`src/rtl/axi_master_arb_pkg.sv`:
```
// Shared definitions for the AXI master arbiter: FSM states, grant codes, AXI IDs,
// single-beat burst constants and default bus widths.
package axi_master_arb_pkg;

   localparam int unsigned DEF_ADDR_W = 64;
   localparam int unsigned DEF_DATA_W = 64;
   localparam int unsigned DEF_ID_W   = 4;
   localparam int unsigned IF_DATA_W  = 32;

   localparam int unsigned ID_DATA = 0;
   localparam int unsigned ID_INST = 1;

   localparam logic [7:0] AXI_LEN_SINGLE = 8'd0;
   localparam logic [2:0] AXI_SIZE_8B    = 3'b011;
   localparam logic [1:0] AXI_BURST_INCR = 2'b01;
   localparam logic [1:0] AXI_RESP_OKAY  = 2'b00;

   typedef enum logic [2:0] {
      ST_IDLE = 3'd0,
      ST_AR   = 3'd1,
      ST_R    = 3'd2,
      ST_AW   = 3'd3,
      ST_B    = 3'd4,
      ST_DONE = 3'd5
   } state_t;

   typedef enum logic [1:0] {
      GNT_NONE = 2'd0,
      GNT_WR   = 2'd1,
      GNT_RD   = 2'd2,
      GNT_IF   = 2'd3
   } grant_t;

endpackage

```
`src/rtl/axi_arb_prio.sv`:
```
// Combinational fixed-priority grant: data write beats data read beats instruction fetch.
module axi_arb_prio
   import axi_master_arb_pkg::*;
(
   input  logic   wr_req,
   input  logic   rd_req,
   input  logic   fetch_req,
   output grant_t grant
);

   always_comb begin
      grant = GNT_NONE;
      if (wr_req)
         grant = GNT_WR;
      else if (rd_req)
         grant = GNT_RD;
      else if (fetch_req)
         grant = GNT_IF;
   end

endmodule

```
`src/rtl/axi_master_arb.sv`:
```
// Single-outstanding AXI4 master shared by the instruction-fetch and data ports;
// every transfer is one 64-bit beat and completes with a one-cycle done pulse.
module axi_master_arb
   import axi_master_arb_pkg::*;
#(
   parameter int unsigned ADDR_W = DEF_ADDR_W,
   parameter int unsigned DATA_W = DEF_DATA_W,
   parameter int unsigned ID_W   = DEF_ID_W
) (
   input  logic                  clk,
   input  logic                  rst,

   input  logic                  if_req,
   input  logic [ADDR_W-1:0]     if_addr,
   output logic                  if_done,
   output logic [IF_DATA_W-1:0]  if_data,

   input  logic                  mem_rd_req,
   input  logic                  mem_wr_req,
   input  logic [ADDR_W-1:0]     mem_addr,
   input  logic [DATA_W-1:0]     mem_wdata,
   input  logic [DATA_W/8-1:0]   mem_wstrb,
   output logic                  mem_done,
   output logic [DATA_W-1:0]     mem_rdata,
   output logic                  mem_err,

   output logic [ID_W-1:0]       m_axi_aw_id,
   output logic [ADDR_W-1:0]     m_axi_aw_addr,
   output logic [7:0]            m_axi_aw_len,
   output logic [2:0]            m_axi_aw_size,
   output logic [1:0]            m_axi_aw_burst,
   output logic                  m_axi_aw_valid,
   input  logic                  m_axi_aw_ready,

   output logic [DATA_W-1:0]     m_axi_w_data,
   output logic [DATA_W/8-1:0]   m_axi_w_strb,
   output logic                  m_axi_w_last,
   output logic                  m_axi_w_valid,
   input  logic                  m_axi_w_ready,

   input  logic [ID_W-1:0]       m_axi_b_id,
   input  logic [1:0]            m_axi_b_resp,
   input  logic                  m_axi_b_valid,
   output logic                  m_axi_b_ready,

   output logic [ID_W-1:0]       m_axi_ar_id,
   output logic [ADDR_W-1:0]     m_axi_ar_addr,
   output logic [7:0]            m_axi_ar_len,
   output logic [2:0]            m_axi_ar_size,
   output logic [1:0]            m_axi_ar_burst,
   output logic                  m_axi_ar_valid,
   input  logic                  m_axi_ar_ready,

   input  logic [ID_W-1:0]       m_axi_r_id,
   input  logic [DATA_W-1:0]     m_axi_r_data,
   input  logic [1:0]            m_axi_r_resp,
   input  logic                  m_axi_r_last,
   input  logic                  m_axi_r_valid,
   output logic                  m_axi_r_ready
);

   state_t                state_q;
   state_t                state_d;
   grant_t                grant;

   logic                  is_fetch_q;
   logic [ADDR_W-1:0]     addr_q;
   logic [DATA_W-1:0]     wdata_q;
   logic [DATA_W/8-1:0]   wstrb_q;
   logic                  aw_done_q;
   logic                  w_done_q;
   logic [IF_DATA_W-1:0]  if_data_q;
   logic [DATA_W-1:0]     mem_rdata_q;
   logic                  mem_err_q;

   logic                  aw_hs;
   logic                  w_hs;
   logic                  b_hs;
   logic                  ar_hs;
   logic                  r_hs;

   // Only one transfer is ever outstanding, so response IDs and r_last carry no information.
   logic                  unused_resp_fields;
   assign unused_resp_fields = ^{m_axi_b_id, m_axi_r_id, m_axi_r_last};

   axi_arb_prio u_prio (
      .wr_req    (mem_wr_req),
      .rd_req    (mem_rd_req),
      .fetch_req (if_req),
      .grant     (grant)
   );

   assign aw_hs = m_axi_aw_valid && m_axi_aw_ready;
   assign w_hs  = m_axi_w_valid  && m_axi_w_ready;
   assign b_hs  = m_axi_b_valid  && m_axi_b_ready;
   assign ar_hs = m_axi_ar_valid && m_axi_ar_ready;
   assign r_hs  = m_axi_r_valid  && m_axi_r_ready;

   always_ff @(posedge clk or negedge rst) begin
      if (!rst)
         state_q <= ST_IDLE;
      else
         state_q <= state_d;
   end

   // AW leaves only once both address and data handshakes have happened, in either order.
   always_comb begin
      state_d = state_q;
      case (state_q)
         ST_IDLE: begin
            if (grant == GNT_WR)
               state_d = ST_AW;
            else if (grant != GNT_NONE)
               state_d = ST_AR;
         end
         ST_AW: begin
            if ((aw_done_q || aw_hs) && (w_done_q || w_hs))
               state_d = ST_B;
         end
         ST_B: begin
            if (b_hs)
               state_d = ST_DONE;
         end
         ST_AR: begin
            if (ar_hs)
               state_d = ST_R;
         end
         ST_R: begin
            if (r_hs)
               state_d = ST_DONE;
         end
         ST_DONE: state_d = ST_IDLE;
         default: state_d = ST_IDLE;
      endcase
   end

   always_ff @(posedge clk or negedge rst) begin
      if (!rst) begin
         is_fetch_q  <= 1'b0;
         addr_q      <= '0;
         wdata_q     <= '0;
         wstrb_q     <= '0;
         aw_done_q   <= 1'b0;
         w_done_q    <= 1'b0;
         if_data_q   <= '0;
         mem_rdata_q <= '0;
         mem_err_q   <= 1'b0;
      end else begin
         if (state_q == ST_IDLE && grant != GNT_NONE) begin
            is_fetch_q <= (grant == GNT_IF);
            addr_q     <= (grant == GNT_IF) ? if_addr : mem_addr;
            wdata_q    <= mem_wdata;
            wstrb_q    <= mem_wstrb;
         end
         if (state_q == ST_AW) begin
            if (aw_hs)
               aw_done_q <= 1'b1;
            if (w_hs)
               w_done_q <= 1'b1;
         end else begin
            aw_done_q <= 1'b0;
            w_done_q  <= 1'b0;
         end
         if (state_q == ST_B && b_hs)
            mem_err_q <= (m_axi_b_resp != AXI_RESP_OKAY);
         if (state_q == ST_R && r_hs) begin
            if (is_fetch_q)
               if_data_q <= m_axi_r_data[IF_DATA_W-1:0];
            else begin
               mem_rdata_q <= m_axi_r_data;
               mem_err_q   <= (m_axi_r_resp != AXI_RESP_OKAY);
            end
         end
      end
   end

   // Valids come from state and handshake-done flags only; payloads are zero whenever idle.
   assign m_axi_aw_valid = (state_q == ST_AW) && !aw_done_q;
   assign m_axi_aw_id    = m_axi_aw_valid ? ID_W'(ID_DATA) : '0;
   assign m_axi_aw_addr  = m_axi_aw_valid ? addr_q : '0;
   assign m_axi_aw_len   = m_axi_aw_valid ? AXI_LEN_SINGLE : '0;
   assign m_axi_aw_size  = m_axi_aw_valid ? AXI_SIZE_8B : '0;
   assign m_axi_aw_burst = m_axi_aw_valid ? AXI_BURST_INCR : '0;

   assign m_axi_w_valid  = (state_q == ST_AW) && !w_done_q;
   assign m_axi_w_data   = m_axi_w_valid ? wdata_q : '0;
   assign m_axi_w_strb   = m_axi_w_valid ? wstrb_q : '0;
   assign m_axi_w_last   = m_axi_w_valid;

   assign m_axi_b_ready  = (state_q == ST_B);

   assign m_axi_ar_valid = (state_q == ST_AR);
   assign m_axi_ar_id    = m_axi_ar_valid ? (is_fetch_q ? ID_W'(ID_INST) : ID_W'(ID_DATA)) : '0;
   assign m_axi_ar_addr  = m_axi_ar_valid ? addr_q : '0;
   assign m_axi_ar_len   = m_axi_ar_valid ? AXI_LEN_SINGLE : '0;
   assign m_axi_ar_size  = m_axi_ar_valid ? AXI_SIZE_8B : '0;
   assign m_axi_ar_burst = m_axi_ar_valid ? AXI_BURST_INCR : '0;

   assign m_axi_r_ready  = (state_q == ST_R);

   assign if_done   = (state_q == ST_DONE) && is_fetch_q;
   assign mem_done  = (state_q == ST_DONE) && !is_fetch_q;
   assign if_data   = if_data_q;
   assign mem_rdata = mem_rdata_q;
   assign mem_err   = mem_err_q;

endmodule

```
`config.mk`:
```
export PLATFORM = sky130hd
export DESIGN_NAME = axi_master_arb
export DESIGN_NICKNAME = d
export VERILOG_FILES = /design/src/rtl/axi_master_arb_pkg.sv /design/src/rtl/axi_arb_prio.sv /design/src/rtl/axi_master_arb.sv
export SDC_FILE = /design/constraint.sdc
export NUM_CORES = 1
export LEC_CHECK = 0
export BUFFER_PORTS_ARGS = -buffer_cell sky130_fd_sc_hd__buf_2
export CORE_AREA = 2 2 245 247
export DETAILED_ROUTE_END_ITERATION = 8
export DIE_AREA = 0 0 247 249
export PLACE_DENSITY = 0.43
export SYNTH_ARGS = -nofsm -noshare
export SYNTH_HDL_FRONTEND = slang
export SYNTH_HIERARCHICAL = 1
export SYNTH_SLANG_ARGS = --single-unit
```
`constraint.sdc`:
```
create_clock -name clk -period 2.6 [get_ports clk]
set_input_delay 0.26 -clock clk [delete_from_list [all_inputs] [get_ports clk]]
set_output_delay 0.26 -clock clk [all_outputs]
set_load 0.02 [all_outputs]
```
Yosys cells after proc, flatten, opt, wreduce, memory -nomap -nowiden
Index checks and enable logic that the tools add are counted.
- bits in registers: 239
- bits in latches: 0
- RAM bits: 0
- ROM bits: 0
- input port bits: 287
- output and inout bits: 339
- logic and storage cells: 78
- memories kept: 0
- add/sub/neg operators: 0
- $mul: 0
- divide/modulo/power cells: 0
- magnitude comparators: 0
- equality and inequality tests: 14
- shift operators: 0
- muxes and demuxes: 28
- bitwise operators: 1
- reduce and logical (&&, ||, !) cells: 25
- operator list (kind ; number):
    $mux W64 ; 4
    $mux W3 ; 6
    $pmux W3 S5 ; 1
    $logic_and A1 B1 Y1 ; 13
    $mux W1 ; 11
    $mux W2 ; 5
    $mux W8 ; 1
    $eq A3 B2 Y1 const B ; 2
    $eq A3 B3 Y1 const B ; 2
    $ne A2 B1 Y1 const B ; 3
    $ne A2 B2 Y1 const B ; 3
    $reduce_bool A2 Y1 ; 3
    $reduce_and A5 Y1 ; 1
    $reduce_and A2 Y1 ; 2
    $eq A3 B1 Y1 const B ; 1
    $logic_not A1 Y1 ; 3
    $logic_not A3 Y1 ; 1
    $ne A3 B3 Y1 const B ; 1
    $eq A2 B1 Y1 const B ; 1
    $eq A2 B2 Y1 const B ; 1
    $logic_or A1 B1 Y1 ; 2
    $not A1 Y1 ; 1

Longest topological paths before layout
- depth in word-level cells: 7
- depth in mapped cells: 7
- gate-level depth less buffers: 5

Cells and area by module
The synthesis kept the hierarchy.
- by module, submodules not included (module ; times used ; cells an instance ; area an instance (um^2) ; sequential area each (um^2)):
    axi_master_arb ; 1 ; 874 ; 11427.2 ; 5980.7
    axi_arb_prio ; 1 ; 4 ; 18.8 ; 0.0

Least setup slack after synthesis
Ideal clock, no wire load.
- path kind: input to register
- from: in mem_rd_req
- to: reg addr_q[5]
- library setup time: 127 ps
- arrival: 1822 ps
- data required time: 2473 ps
- setup slack: 650 ps
- stages: 7
- buffers on the path: 2
- path through: inv_1 > a21o_1 > nand2_1 > clkbuf_1 > clkbuf_1 > mux2_2 > mux2_1
- longest elaborated chain between the ends: 4
- elaborated cells between the ends (all ways): 6
- classes of those cells: eq/ne: 1; mux: 3; reduce/logical: 2
- RTL lines (item ; RTL line ; text):
    from (decl) ; axi_master_arb.sv:18 ; input logic mem_rd_req,
    $mux W2 (*) ; axi_arb_prio.sv:15 ; else if (rd_req)
    $mux W2 (*) ; axi_arb_prio.sv:13 ; if (wr_req)
    net grant[0] ; axi_master_arb.sv:64 ; grant_t grant;
    $eq A2 B2 Y1 / $reduce_bool A2 Y1 (equally long branches) ; axi_master_arb.sv:151, axi_master_arb.sv:149 ;
    $mux W64 / $logic_and A1 B1 Y1 (equally long branches) ; axi_master_arb.sv:151, axi_master_arb.sv:149 ;
    to (signal assigned) ; axi_master_arb.sv:151 ; addr_q <= (grant == GNT_IF) ? if_addr : mem_addr;
    to (decl) ; axi_master_arb.sv:67 ; logic [ADDR_W-1:0] addr_q;
Mark *: on every way through the listed nets, which the timed path passes. The rest lies on a longest branch.
A chain may end at the register's enable or synchronous reset.

Worst setup path after layout
- from: reg state_q[2]
- to: out m_axi_w_data[28]
- longest elaborated chain between the ends: 3
- RTL lines (item ; RTL line ; text):
    from (decl) ; axi_master_arb.sv:62 ; state_t state_q;
    from (signal assigned) ; axi_master_arb.sv:103 ; state_q <= state_d;
    $eq A3 B2 Y1 ; axi_master_arb.sv:185 ; assign m_axi_w_valid = (state_q == ST_AW) && !w_done_q;
    $logic_and A1 B1 Y1 ; axi_master_arb.sv:185 ;
    $mux W64 ; axi_master_arb.sv:186 ; assign m_axi_w_data = m_axi_w_valid ? wdata_q : '0;
    to (decl) ; axi_master_arb.sv:35 ; output logic [DATA_W-1:0] m_axi_w_data,
No other way between the ends.

==> impl_results.md <==
- Placed cells: around 2200
- Filler cell count: slightly above 6000
- CTS tree: built
- Reg clk slew, reported paths: around 60 ps
- Leakage: about 8.9 nW
- Gr ovfl total: 0
- Placed Area: ~0.015 mm²
- First-pass GRT wire length: 59600 µm
- CP arrival: between 2000 and 2500 ps
- Drt pass-1 iters: 4
- Final wirelength: around 40000 µm
- Starting Density: between 10% and 20%
- Fin crit share: a little over nine tenths
- Final Slew Violations: 0
- Worst-margin pin slew: 654 ps
- Clock Sinks: 239
- Seq/Total Area, Yosys: 52.3%
- Final net count: 1886
- Commonest non-fill, non-tap cell in the layout: buf_2
- P&R area growth vs syn: 54.7%
- Seq cells post-synth: between 200 and 250
- Startpoint types: flip-flop
- Largest net degree at the start of global routing: 74
- CTS buffer count: 29
- Status: complete, no violations
- Max Cap Violations: 0
- Core Region: between 0.05 and 0.06 mm²
- I/O pin count: approximately 630
- Final setup viols: 0
- Clock Skew: ~8.7 ps
- Setup WS post-layout: roughly 150 ps
- Initial DRC count: 210
- Post-Synthesis Cells: just under 900
- Slew headroom: a little under three fifths
- Top post-synthesis cells by area: dfrtp_1 (52%), mux2_2 (21%), mux2_1 (7.9%)
- Cell area after synthesis: ~0.011 mm²
- Port Buf Inserts: around 600
- CTS H-tree lvls: 1
- Achievable Freq: 409 MHz
- Antenna violations before repair: 5
- Die H: 249 µm
- PwrDens: between 1000 and 1500 mW/mm²
- Post-synth cell types: 33
- Final Hold Vio Count: 0
- Share of layout cells above drive strength 1: 55.1%
- Critical Path RT: roughly 2300 ps
- RSZ-0062 raised after global routing: false
- Yosys warns: 6
- HP Class: in -> reg
- Cell taking the most area after synthesis: dfrtp_1
- Post-layout min period: 2450 ps
- Vias per cell: 3.91
- Post-DRT Antenna Nets: 0
- Drt wl/cell: approximately 17 µm
- Max IR drop VDD: 574 µV
- Final instance area: 0.0177 mm²
- Peak fanout along the critical path: 18
- Clk_lat worst skew: 560 ps
- Std cell rows: between 80 and 90
- Commonest cells after routing, fill and taps aside: buf_2 (588), dfrtp_1 (237), mux2_2 (217)
- Die area: 0.0615 mm²
- Gp weighted congestion: slightly above 0.8
- DR vias: between 9000 and 10000
- CTS Buffer Depth: 3
- Vias in the first global route: approximately 9900
- DRC viols: 0
- Gr usage total: between 10% and 20%
- Finished Layout Cells: roughly 2400
- TNS Setup: 0 ps
- Critical Path End Type: output port
- Horiz. Die Dim: between 200 and 250 µm
- Top cell type's share of synthesized area: a little over half
- Post-place setup slack: 352 ps
- HPWL after DPL: 28800 µm
- Avg Cell Area, Syn: about 13 µm²
- Clock tree root buffer cell: clkbuf_16
- Type of the worst setup path: reg -> out
==> report_power, final <==
part | leakage, nW | internal [W] | total [W] | switching (W)
Sequential | 2.85 | 0.00565 | 0.00665 | 0.000999
Combinational | 5.65 | 0.00453 | 0.0104 | 0.00586
Clock | 0.457 | 0.00231 | 0.00392 | 0.00161
==> state kept, by name (all words and copies together) (netlist names) <==
signal / count
addr_q: 64
mem_rdata: 64
wdata_q: 64
if_data: 32
wstrb_q: 8
state_q: 3
aw_done_q: 1
is_fetch_q: 1
mem_err: 1
w_done_q: 1
==> what timing repair did <==
item,in CTS,in global routing
gates cloned,2,0
pin swaps,1,1
buffers inserted,3,3
endpoints found under the hold margin,238,0
hold buffers,141,0
gates resized for setup,2,1
setup endpoints to repair,119,44
==> layout make-up <==
class                           instances  area, µm²  area share (%)
Timing Repair Buffer                  760       4830            27.3
Sequential cell                       239       5980            33.8
Inverter                                2       7.51          0.0424
Tap cell                              773        967            5.46
Clock buffer                           43        838            4.73
Antenna cell                            5       12.5          0.0707
Multi-Input combinational cell        567       4990            28.2
Clock inverter                          9       77.6           0.438
==> per-layer routing <==
layer	share of wire (%)	track usage, %	vias to the layer above
li1	-	-	4429
met1	40	14.7	4518
met2	50	22.0	370
met3	8.0	3.72	42
met4	2.2	2.87	6
met5	0.11	0	-
==> cell usage after synthesis (all sizes together) <==
cell and count:
a211oi 1, a21o 1, a21oi 1, a221oi 1, a31o 1, and2 137
and3 66, and3b 2, buf 65, clkbuf 31, conb 1, dfrtp 239
inv 2, mux2 297, mux2i 2, nand2 2, nand3 1, nand3b 1
nor2 14, nor2b 2, nor3 2, nor3b 1, nor4bb 1, o21ai 2
o221ai 1, o22a 1, or2 1, or3 1, or4 1
==> critical path, stage by stage (launching register included) <==
cell and delay, ps:
dfrtp_2 410, nand3b_1 280, nor2_4 180, buf_12 140, bufbuf_16 290, and2_1 130, buf_2 170
==> stage by stage <==
| step | hold WS, ps | utilization [%] | total power [W] |
|---|---|---|---|
| floorplan | -35.6 | - | 0.0131 |
| global placement | 306 | 26.0 | 0.0167 |
| detailed placement | 319 | 26.0 | 0.0169 |
| CTS | 11.8 | 30.1 | 0.0214 |
| global route | 25.3 | 30.2 | 0.0224 |
| finish | 54.6 | 30.2 | 0.0210 |
==> logic make-up after synthesis <==
group                  Yosys count  share of synthesized area (%)
DFF                            239                           52.3
and+or+nand+nor                232                           12.5
buffers and inverters           98                           5.24
AOI/OAI and AO/OA                9                          0.568
muxes                          299                           29.4
other                            1                         0.0328
==> final timing paths <==
kind,from,endpoint,slack [ps],cells past startpoint
hold reg to reg,wdata_q[44]$_DFFE_PN0P_,wdata_q[44]$_DFFE_PN0P_,470,1
min in group asynchronous,rst,if_data[9]$_DFFE_PN0P_,300,2
setup / recovery,state_q[2]$_DFFE_PN0P_,m_axi_w_data[28],150,6
hold / removal,if_addr[5],addr_q[5]$_DFFE_PN0P_,50,3
max in group asynchronous,rst,wdata_q[41]$_DFFE_PN0P_,1530,3
setup reg to reg,state_q[0]$_DFFE_PN0P_,addr_q[14]$_DFFE_PN0P_,500,6
No activity file was read; power rests on OpenSTA's default activity.
